$ cat config.mk
export PLATFORM = sky130hd
export DESIGN_NAME = ili9341_spi_peripheral
export DESIGN_NICKNAME = d
export VERILOG_FILES = /design/src/rtl/ili9341_spi_peripheral.sv
export SDC_FILE = /design/constraint.sdc
export NUM_CORES = 1
export LEC_CHECK = 0
export BUFFER_PORTS_ARGS = -buffer_cell sky130_fd_sc_hd__buf_2
export CAP_MARGIN = 25
export CORE_ASPECT_RATIO = 1.4
export CORE_MARGIN = 1
export CORE_UTILIZATION = 49
export CTS_BUF_LIST = sky130_fd_sc_hd__clkbuf_2 sky130_fd_sc_hd__clkbuf_4 sky130_fd_sc_hd__clkbuf_8
export DETAILED_ROUTE_END_ITERATION = 8
export PLACE_DENSITY = 0.69
export SYNTH_ARGS = -nofsm -noshare
export SYNTH_HDL_FRONTEND = slang
export SYNTH_SLANG_ARGS = --single-unit
export TNS_END_PERCENT = 100
$ cat constraint.sdc
create_clock -name clk -period 3.8 [get_ports clk]
set_input_delay 0.19 -clock clk [delete_from_list [all_inputs] [get_ports clk]]
set_output_delay 0.19 -clock clk [all_outputs]
set_load 0.005 [all_outputs]
$ cat src/rtl/ili9341_spi_peripheral.sv
// ILI9341 4-wire SPI write-side receiver: oversamples the bus in clk, assembles bytes,
// tracks CASET/PASET windows and emits one RGB565 pixel per RAMWR data byte pair.
module ili9341_spi_peripheral #(
  parameter int DISPLAY_WIDTH  = 240,
  parameter int DISPLAY_HEIGHT = 320
) (
  input  logic                                clk,
  input  logic                                rst,
  input  logic                                spi_csb,
  input  logic                                spi_clk,
  input  logic                                spi_mosi,
  input  logic                                data_commandb,
  output logic                                spi_miso,
  output logic                                cmd_valid,
  output logic [7:0]                          cmd_byte,
  output logic                                pixel_valid,
  output logic [$clog2(DISPLAY_WIDTH):0]      pixel_x,
  output logic [$clog2(DISPLAY_HEIGHT):0]     pixel_y,
  output logic [15:0]                         pixel_color,
  output logic                                frame_done,
  output logic                                display_on,
  output logic                                sleep_out
);

  localparam int XW = $clog2(DISPLAY_WIDTH) + 1;
  localparam int YW = $clog2(DISPLAY_HEIGHT) + 1;
  localparam logic [15:0]   X_MAX   = 16'(DISPLAY_WIDTH - 1);
  localparam logic [15:0]   Y_MAX   = 16'(DISPLAY_HEIGHT - 1);
  localparam logic [XW-1:0] COL_MAX = XW'(DISPLAY_WIDTH - 1);
  localparam logic [YW-1:0] ROW_MAX = YW'(DISPLAY_HEIGHT - 1);

  typedef enum logic [1:0] {S_IGNORE, S_CASET, S_PASET, S_RAMWR} state_t;

  assign spi_miso = 1'b0;

  // Front end: 2-flop synchronizers plus a third sclk stage for rise detection
  logic [1:0] csb_sync, sclk_sync, mosi_sync, dc_sync;
  logic       sclk_d;

  always_ff @(posedge clk) begin
    if (rst) begin
      csb_sync  <= 2'b11;
      sclk_sync <= 2'b00;
      mosi_sync <= 2'b00;
      dc_sync   <= 2'b00;
      sclk_d    <= 1'b0;
    end else begin
      csb_sync  <= {csb_sync[0], spi_csb};
      sclk_sync <= {sclk_sync[0], spi_clk};
      mosi_sync <= {mosi_sync[0], spi_mosi};
      dc_sync   <= {dc_sync[0], data_commandb};
      sclk_d    <= sclk_sync[1];
    end
  end

  logic       sclk_rise;
  logic [2:0] bit_cnt;
  logic [6:0] shreg;
  logic       byte_done;
  logic [7:0] byte_val;
  logic       byte_dc;

  assign sclk_rise = sclk_sync[1] & ~sclk_d;
  // Counter only advances under csb low, so bit_cnt==7 implies the byte began under csb low;
  // an edge coinciding with the csb rise still completes it before the clear.
  assign byte_done = sclk_rise & (bit_cnt == 3'd7);
  assign byte_val  = {shreg, mosi_sync[1]};
  assign byte_dc   = dc_sync[1];

  always_ff @(posedge clk) begin
    if (rst) begin
      bit_cnt <= 3'd0;
      shreg   <= 7'd0;
    end else begin
      if (sclk_rise) begin
        shreg   <= byte_val[6:0];
        bit_cnt <= bit_cnt + 3'd1;
      end
      if (csb_sync[1]) bit_cnt <= 3'd0;
    end
  end

  // Decoder FSM
  state_t state, state_nxt;

  always_ff @(posedge clk) begin
    if (rst) state <= S_IGNORE;
    else     state <= state_nxt;
  end

  always_comb begin
    state_nxt = state;
    if (byte_done && !byte_dc) begin
      case (byte_val)
        8'h2A:   state_nxt = S_CASET;
        8'h2B:   state_nxt = S_PASET;
        8'h2C:   state_nxt = S_RAMWR;
        default: state_nxt = S_IGNORE;
      endcase
    end
  end

  logic [2:0]  data_cnt;
  logic [23:0] param_buf;
  logic [15:0] win_sc, win_ec_raw, win_lim, win_ec;
  logic        win_ok;

  assign win_sc     = param_buf[23:8];
  assign win_ec_raw = {param_buf[7:0], byte_val};
  assign win_lim    = (state == S_PASET) ? Y_MAX : X_MAX;
  assign win_ec     = (win_ec_raw > win_lim) ? win_lim : win_ec_raw;
  assign win_ok     = (win_sc <= win_ec);

  logic is_cmd, data_win, data_ramwr, commit_col, commit_page;

  always_comb begin
    is_cmd      = byte_done & ~byte_dc;
    data_win    = 1'b0;
    data_ramwr  = 1'b0;
    commit_col  = 1'b0;
    commit_page = 1'b0;
    if (byte_done && byte_dc) begin
      case (state)
        S_CASET: begin
          data_win   = 1'b1;
          commit_col = (data_cnt == 3'd3) && win_ok;
        end
        S_PASET: begin
          data_win    = 1'b1;
          commit_page = (data_cnt == 3'd3) && win_ok;
        end
        S_RAMWR: data_ramwr = 1'b1;
        default: ;
      endcase
    end
  end

  // Datapath: windows, write cursor, registered outputs
  logic [XW-1:0] col_start, col_end, act_col_start, act_col_end, cur_x;
  logic [YW-1:0] page_start, page_end, act_page_start, act_page_end, cur_y;
  logic          half;
  logic [7:0]    color_hi;

  always_ff @(posedge clk) begin
    if (rst) begin
      cmd_valid      <= 1'b0;
      cmd_byte       <= 8'h00;
      pixel_valid    <= 1'b0;
      pixel_x        <= '0;
      pixel_y        <= '0;
      pixel_color    <= 16'h0000;
      frame_done     <= 1'b0;
      display_on     <= 1'b0;
      sleep_out      <= 1'b0;
      data_cnt       <= 3'd0;
      param_buf      <= 24'd0;
      col_start      <= '0;
      col_end        <= COL_MAX;
      page_start     <= '0;
      page_end       <= ROW_MAX;
      act_col_start  <= '0;
      act_col_end    <= COL_MAX;
      act_page_start <= '0;
      act_page_end   <= ROW_MAX;
      cur_x          <= '0;
      cur_y          <= '0;
      half           <= 1'b0;
      color_hi       <= 8'h00;
    end else begin
      cmd_valid   <= 1'b0;
      pixel_valid <= 1'b0;
      frame_done  <= 1'b0;

      if (is_cmd) begin
        cmd_byte  <= byte_val;
        cmd_valid <= 1'b1;
        data_cnt  <= 3'd0;
        half      <= 1'b0;
        case (byte_val)
          8'h01: begin
            col_start  <= '0;
            col_end    <= COL_MAX;
            page_start <= '0;
            page_end   <= ROW_MAX;
            display_on <= 1'b0;
            sleep_out  <= 1'b0;
          end
          8'h10: sleep_out  <= 1'b0;
          8'h11: sleep_out  <= 1'b1;
          8'h28: display_on <= 1'b0;
          8'h29: display_on <= 1'b1;
          8'h2C: begin
            // Window is frozen for the whole RAMWR burst
            act_col_start  <= col_start;
            act_col_end    <= col_end;
            act_page_start <= page_start;
            act_page_end   <= page_end;
            cur_x          <= col_start;
            cur_y          <= page_start;
          end
          default: ;
        endcase
      end

      if (data_win && data_cnt < 3'd4) begin
        data_cnt  <= data_cnt + 3'd1;
        param_buf <= {param_buf[15:0], byte_val};
      end
      if (commit_col) begin
        col_start <= XW'(win_sc);
        col_end   <= XW'(win_ec);
      end
      if (commit_page) begin
        page_start <= YW'(win_sc);
        page_end   <= YW'(win_ec);
      end

      if (data_ramwr) begin
        if (!half) begin
          color_hi <= byte_val;
          half     <= 1'b1;
        end else begin
          half        <= 1'b0;
          pixel_valid <= 1'b1;
          pixel_x     <= cur_x;
          pixel_y     <= cur_y;
          pixel_color <= {color_hi, byte_val};
          if (cur_x < act_col_end) begin
            cur_x <= cur_x + XW'(1);
          end else begin
            cur_x <= act_col_start;
            if (cur_y < act_page_end) begin
              cur_y <= cur_y + YW'(1);
            end else begin
              cur_y      <= act_page_start;
              frame_done <= 1'b1;
            end
          end
        end
      end
    end
  end

endmodule
# [Yosys cells after proc, flatten, opt, wreduce, memory -nomap -nowiden]
# Cells that the tools add are included.
# W data, S select, Z words.
[word_totals] ff_bits=200 latchBits=0 ramBits=0 rom_bits=0 word_cells=130 n_memories=0
[classes] addsub=4 n_mul=0 n_div=0 magnitude_cmp=5 eq_ne=13 n_shift=0 n_mux=44 bitwise=7 n_reduce_logical=26
[ops] cell="$mux W10" count=12
[ops] cell="$mux W9" count=12
[ops] cell="$eq A8 B6 Y1 const B" count=5
[ops] cell="$eq A8 B5 Y1 const B" count=2
[ops] cell="$gt A16 B9 Y1" count=1
[ops] cell="$le A16 B16 Y1" count=1
[ops] cell="$mux W16" count=1
[ops] cell="$reduce_bool A2 Y1" count=8
[ops] cell="$mux W1" count=14
[ops] cell="$reduce_and A2 Y1" count=7
[ops] cell="$add A10 B1 Y10 const B" count=1
[ops] cell="$lt A10 B10 Y1" count=1
[ops] cell="$reduce_or A2 Y1" count=5
[ops] cell="$add A9 B1 Y9 const B" count=1
[ops] cell="$lt A9 B9 Y1" count=1
[ops] cell="$eq A8 B1 Y1 const B" count=1
[ops] cell="$add A3 B1 Y3 const B" count=2
[ops] cell="$mux W3" count=2
[ops] cell="$pmux W2 S3" count=1
[ops] cell="$eq A2 B2 Y1 const B" count=2
[ops] cell="$logic_and A1 B1 Y1" count=4
[ops] cell="$not A1 Y1" count=4
[ops] cell="$pmux W1 S2" count=2
[ops] cell="$reduce_or A4 Y1" count=1
[ops] cell="6 further kinds" count=8

# [Logic depth before layout (Yosys ltp)]
[depth] word_depth=10 ltp_mapped=18 depth_no_buf=15

# [Least setup slack after synthesis]
# No wires, ideal clock.
[synth_timing] path_type="register to register" start="reg state[0]" end="reg col_end[4]" setup_time_ns=0.131 arrival_time_ns=3.401 setup_slack_ns=0.269 path_stages_with_launch=18 path_buffers=2 synth_period_minus_slack_ns=3.531 path_cell_list="dfxtp_1 > inv_1 > ha_1 > clkbuf_2 > inv_1 > ha_1 > nand3_1 > o21a_1 > o21ai_2 > mux2i_1 > ha_1 > a41oi_1 > o21ai_0 > o2bb2ai_1 > o31ai_2 > clkbuf_1 > nand3b_1 > o31ai_1"
[synth_via] elab_chain_len=10 elab_cells_between_ends=13
[synth_lines] element="start: declaration" line="84" rtl="state_t state, state_nxt;"
[synth_lines] element="start signal: assignment" line="88" rtl="else state <= state_nxt;"
[synth_lines] element="$eq A2 B2 Y1" line="110" rtl="assign win_lim = (state == S_PASET) ? Y_MAX : X_MAX;"
[synth_lines] element="$mux W9" line="110"
[synth_lines] element="$gt A16 B9 Y1" line="111" rtl="assign win_ec = (win_ec_raw > win_lim) ? win_lim : win_ec_raw;"
[synth_lines] element="$mux W16" line="111"
[synth_lines] element="$le A16 B16 Y1" line="112" rtl="assign win_ok = (win_sc <= win_ec);"
[synth_lines] element="$logic_and A1 B1 Y1" line="126" rtl="commit_col = (data_cnt == 3'd3) && win_ok;"
[synth_lines] element="$mux W1" line="123" rtl="case (state)"
[synth_lines] element="$mux W1" line="122" rtl="if (byte_done && byte_dc) begin"
[synth_lines] element="$reduce_bool A2 Y1 (no source line)"
[synth_lines] element="$reduce_and A2 Y1 (no source line)"
[synth_lines] element="end signal: assignment" line="211" rtl="col_end <= XW'(win_ec);"
[synth_lines] element="end: declaration" line="139" rtl="logic [XW-1:0] col_start, col_end, act_col_start, act_col_end, cur_x;"
# Several ways; a longest one is shown, not always the timed one.
# A chain may end at the register's enable or synchronous reset.

# [Worst setup path in the final report]
[layout_timing] start="reg state[0]" end="reg col_end[7]"
# The elaborated chain is that of the path after synthesis.

==> key figures <==
GRT
  – Gr usage total: 0.235
  – Initial antenna violation count: 0
  – First-pass GRT wire length: 33.7 mm
  – Vias in the first global route: 6755
  – Overflow after GRT: 0
  – Largest net degree at the start of global routing: 60

CTS
  – CTS buffer count: 17
  – CTS tree: built
  – H-tree Lvls: 4
  – Clk buf depth: 2
  – Worst-skew pair later-pin latency: 0.48 ns
  – Clk slew on worst S/H paths: 0.10 ns
  – Root Buffer: clkbuf_8
  – CTS sink count: 200

Detailed routing
  – Via Count: 7209
  – Post-Route WL: 20.8 mm
  – Drt first pass iters: 5
  – Remaining DRCs: 0
  – Wire per inst: 15.7 um
  – Metal-1 WL: 8.80 mm
  – WL met3: 617 um
  – Highest Signal Layer: met4
  – Via-to-Cell Ratio: 5.44
  – DRT antenna net count: 0
  – Initial drt markers: 403
  – WL met2: 10.6 mm

Hold path
  – Hold Crit Class: in -> reg

Final layout
  – Layout cells sized above 1: 0.146
  – Ant diodes: 0
  – Leading cell type in the layout, fill and taps excluded: nand2_1
  – Most frequent cells in the layout: 248 x nand2_1, 200 x dfxtp_1, 134 x a21oi_1, 52 x buf_2, 45 x ha_1
  – Nets: 1127
  – Layout Area Growth over Synthesis: 12.5%
  – Final Instance Count excl. Fillers: around 1300

Timing
  – Final min period: 3.67 ns
  – Slew Viols, Final: 0
  – # setup viols final: 0
  – Total negative slack: 0 ns
  – Skew final: 0.0127 ns
  – Hold Vio Cnt, Final: 0
  – RSZ-0062 raised after global routing: true
  – Fin crit share: 0.965
  – Slew margin rel.: 0.388
  – FMAX: between 200 and 300 MHz
  – Slew @ Worst Pin: ~0.92 ns

Floorplan
  – Die area: 18300 um2
  – Rows: between 50 and 60
  – Die width: 115 um
  – Die H: 160 um
  – Boundary pin count: 55
  – Core box area: 17300 um2
  – Initial Util: 0.501

Setup path
  – Crit path kind: reg -> reg
  – CP max FO: 13
  – Worst Setup Start Kind: register
  – Worst Path Arrival: about 4 ns
  – Critical path required time: ~4.2 ns
  – Crit. End Element: register

Synth
  – Compound-cell area share of the yosys netlist: 0.164
  – Fraction of synthesized area in multiplexers: 0.0359
  – Sequential area share after synthesis: 0.461
  – Fraction of registers with async set/reset: 0
  – Largest family of logic cells by synthesized area: simple AND/OR/NAND/NOR gates
  – Post-synth EDFFs: 0
  – Distinct cells, synth: 64
  – Post-synthesis adder-cell area fraction: 0.0648
  – Yosys warns: 0
  – Xor and xnor area share after synthesis: 0.0182
  – Seq cells post-synth: 200
  – Gate Count Post-Synth: approximately 1000
  – Post-synth top flop: dfxtp_1
  – Area fraction in and, or, nand and nor cells after synthesis: 0.207
  – Mapped cell area: 8680 um2
  – Synthesized area per cell: 8.47 um2

Job
  – Max-Cap Viols: 0

Pwr
  – Max VDD drop: about 270 uV
  – Leakage: 0.00387 uW
  – Power per cell area: approximately 370 nW/um2

Outcome
  – Status: completed

Placed design
  – Hpwl dp: around 14 mm
  – Gpl congestion: 0.902
  – Inst Count DP: 1283
  – Port Buffer Count: 53
report_power, final:
part / leakage [uW] / switching, uW / total [uW] / internal [uW]
sequential: 0.00161 / 3.14 / 2100 / 2100
combinational: 0.00205 / 55.7 / 74.8 / 19.1
clock: 0.000206 / 795 / 1420 / 620
timing repair:
item | CTS | global route
hold buffers | 4 | 0
endpoints found under the hold margin | 4 | 0
buffers inserted | 0 | 3
pin swaps | 0 | 3
setup endpoints to repair | 11 | 38
gates resized for setup | 1 | 15
cloned | 0 | 3
worst max-delay path, cell delays in order, from the launching register on:
cell and delay [ns]:
dfxtp_1 0.34, inv_1 0.06, ha_1 0.23, ha_1 0.31, a31o_2 0.25, a21oi_1 0.16, o21a_1 0.21, o21ai_2 0.15
mux2i_1 0.18, ha_1 0.34, nand4_1 0.13, nor3_2 0.25, a21boi_4 0.28, o31ai_4 0.11, buf_4 0.15, buf_6 0.14
nor3_1 0.21, a21oi_1 0.06
path summary, 6_finish.rpt:
check / to / startpoint / cells past startpoint / slack, ns
min reg2reg: csb_sync[1]$_SDFF_PP1_ / csb_sync[0]$_SDFF_PP1_ / 1 / 0.43
min: display_on$_SDFFE_PP0P_ / rst / 2 / 0.20
max reg2reg: col_end[7]$_SDFFE_PP1P_ / state[0]$_SDFFE_PP0P_ / 17 / 0.13
max: col_end[7]$_SDFFE_PP1P_ / state[0]$_SDFFE_PP0P_ / 17 / 0.13
kinds of logic after synthesis:
family	after synthesis
muxes	31
AOI/OAI and AO/OA	233
adders and majority gates	45
DFF	200
and+or+nand+nor	396
xor gates and xnor gates	18
other	2
buffers and inverters	100
per-layer routing:
layer,up-vias,track usage
li1,3608,-
met3,50,0.0350
met5,-,0
met4,0,0.117
met2,150,0.407
met1,3401,0.279
sequential cells by signal, indices dropped and copies added (netlist names), 2 cells and up:
register        cells
act_col_start       9
page_start         10
act_page_start     10
data_cnt            3
cur_y              10
color_hi            8
pixel_x             9
param_buf          24
cmd_byte            8
act_page_end       10
mosi_sync           2
shreg               7
col_end             9
cur_x               9
bit_cnt             3
csb_sync            2
pixel_color        16
page_end           10
pixel_y            10
dc_sync             2
sclk_sync           2
act_col_end         9
state               2
col_start           9
synthesized netlist by cell type (11+ instances only):
master / instances / area (um2)
nand2_1: 248 / 931
dfxtp_1: 200 / 4000
a21oi_1: 134 / 671
ha_1: 45 / 563
clkbuf_1: 44 / 165
nor2_1: 31 / 116
inv_1: 30 / 113
mux2i_1: 30 / 300
nor3_1: 28 / 140
o21ai_0: 25 / 125
nand3b_1: 23 / 173
nand3_1: 17 / 85.1
o211ai_1: 15 / 113
xnor2_1: 15 / 131
buf_2: 13 / 65.1
nand4_1: 11 / 68.8
per-stage QoR:
step / hold slack (ns) / worst slack, ns / cell area [um2] / utilization / total power, uW
after floorplan: 0.274 / 0.269 / 8710 / - / 2200
after global placement: 0.386 / 0.128 / 9220 / 0.532 / 2220
after detailed placement: 0.385 / -0.0358 / 9220 / 0.532 / 2220
after CTS: 0.190 / 0.0705 / 9670 / 0.558 / 3620
after global routing: 0.220 / -0.0719 / 9770 / 0.564 / 3710
final: 0.198 / 0.134 / 9770 / 0.564 / 3590
area by class of cell:
class / count / area (um2)
tap: 236 / 295
timing repair inverter: 1 / 7.51
multi-input combinational: 731 / 4320
clock inverter: 14 / 159
timing repair buffer: 95 / 618
clock buffer: 18 / 248
inverter: 30 / 116
fill: 1660 / 7560
sequential: 200 / 4000
(Power assumes the default switching activity.)
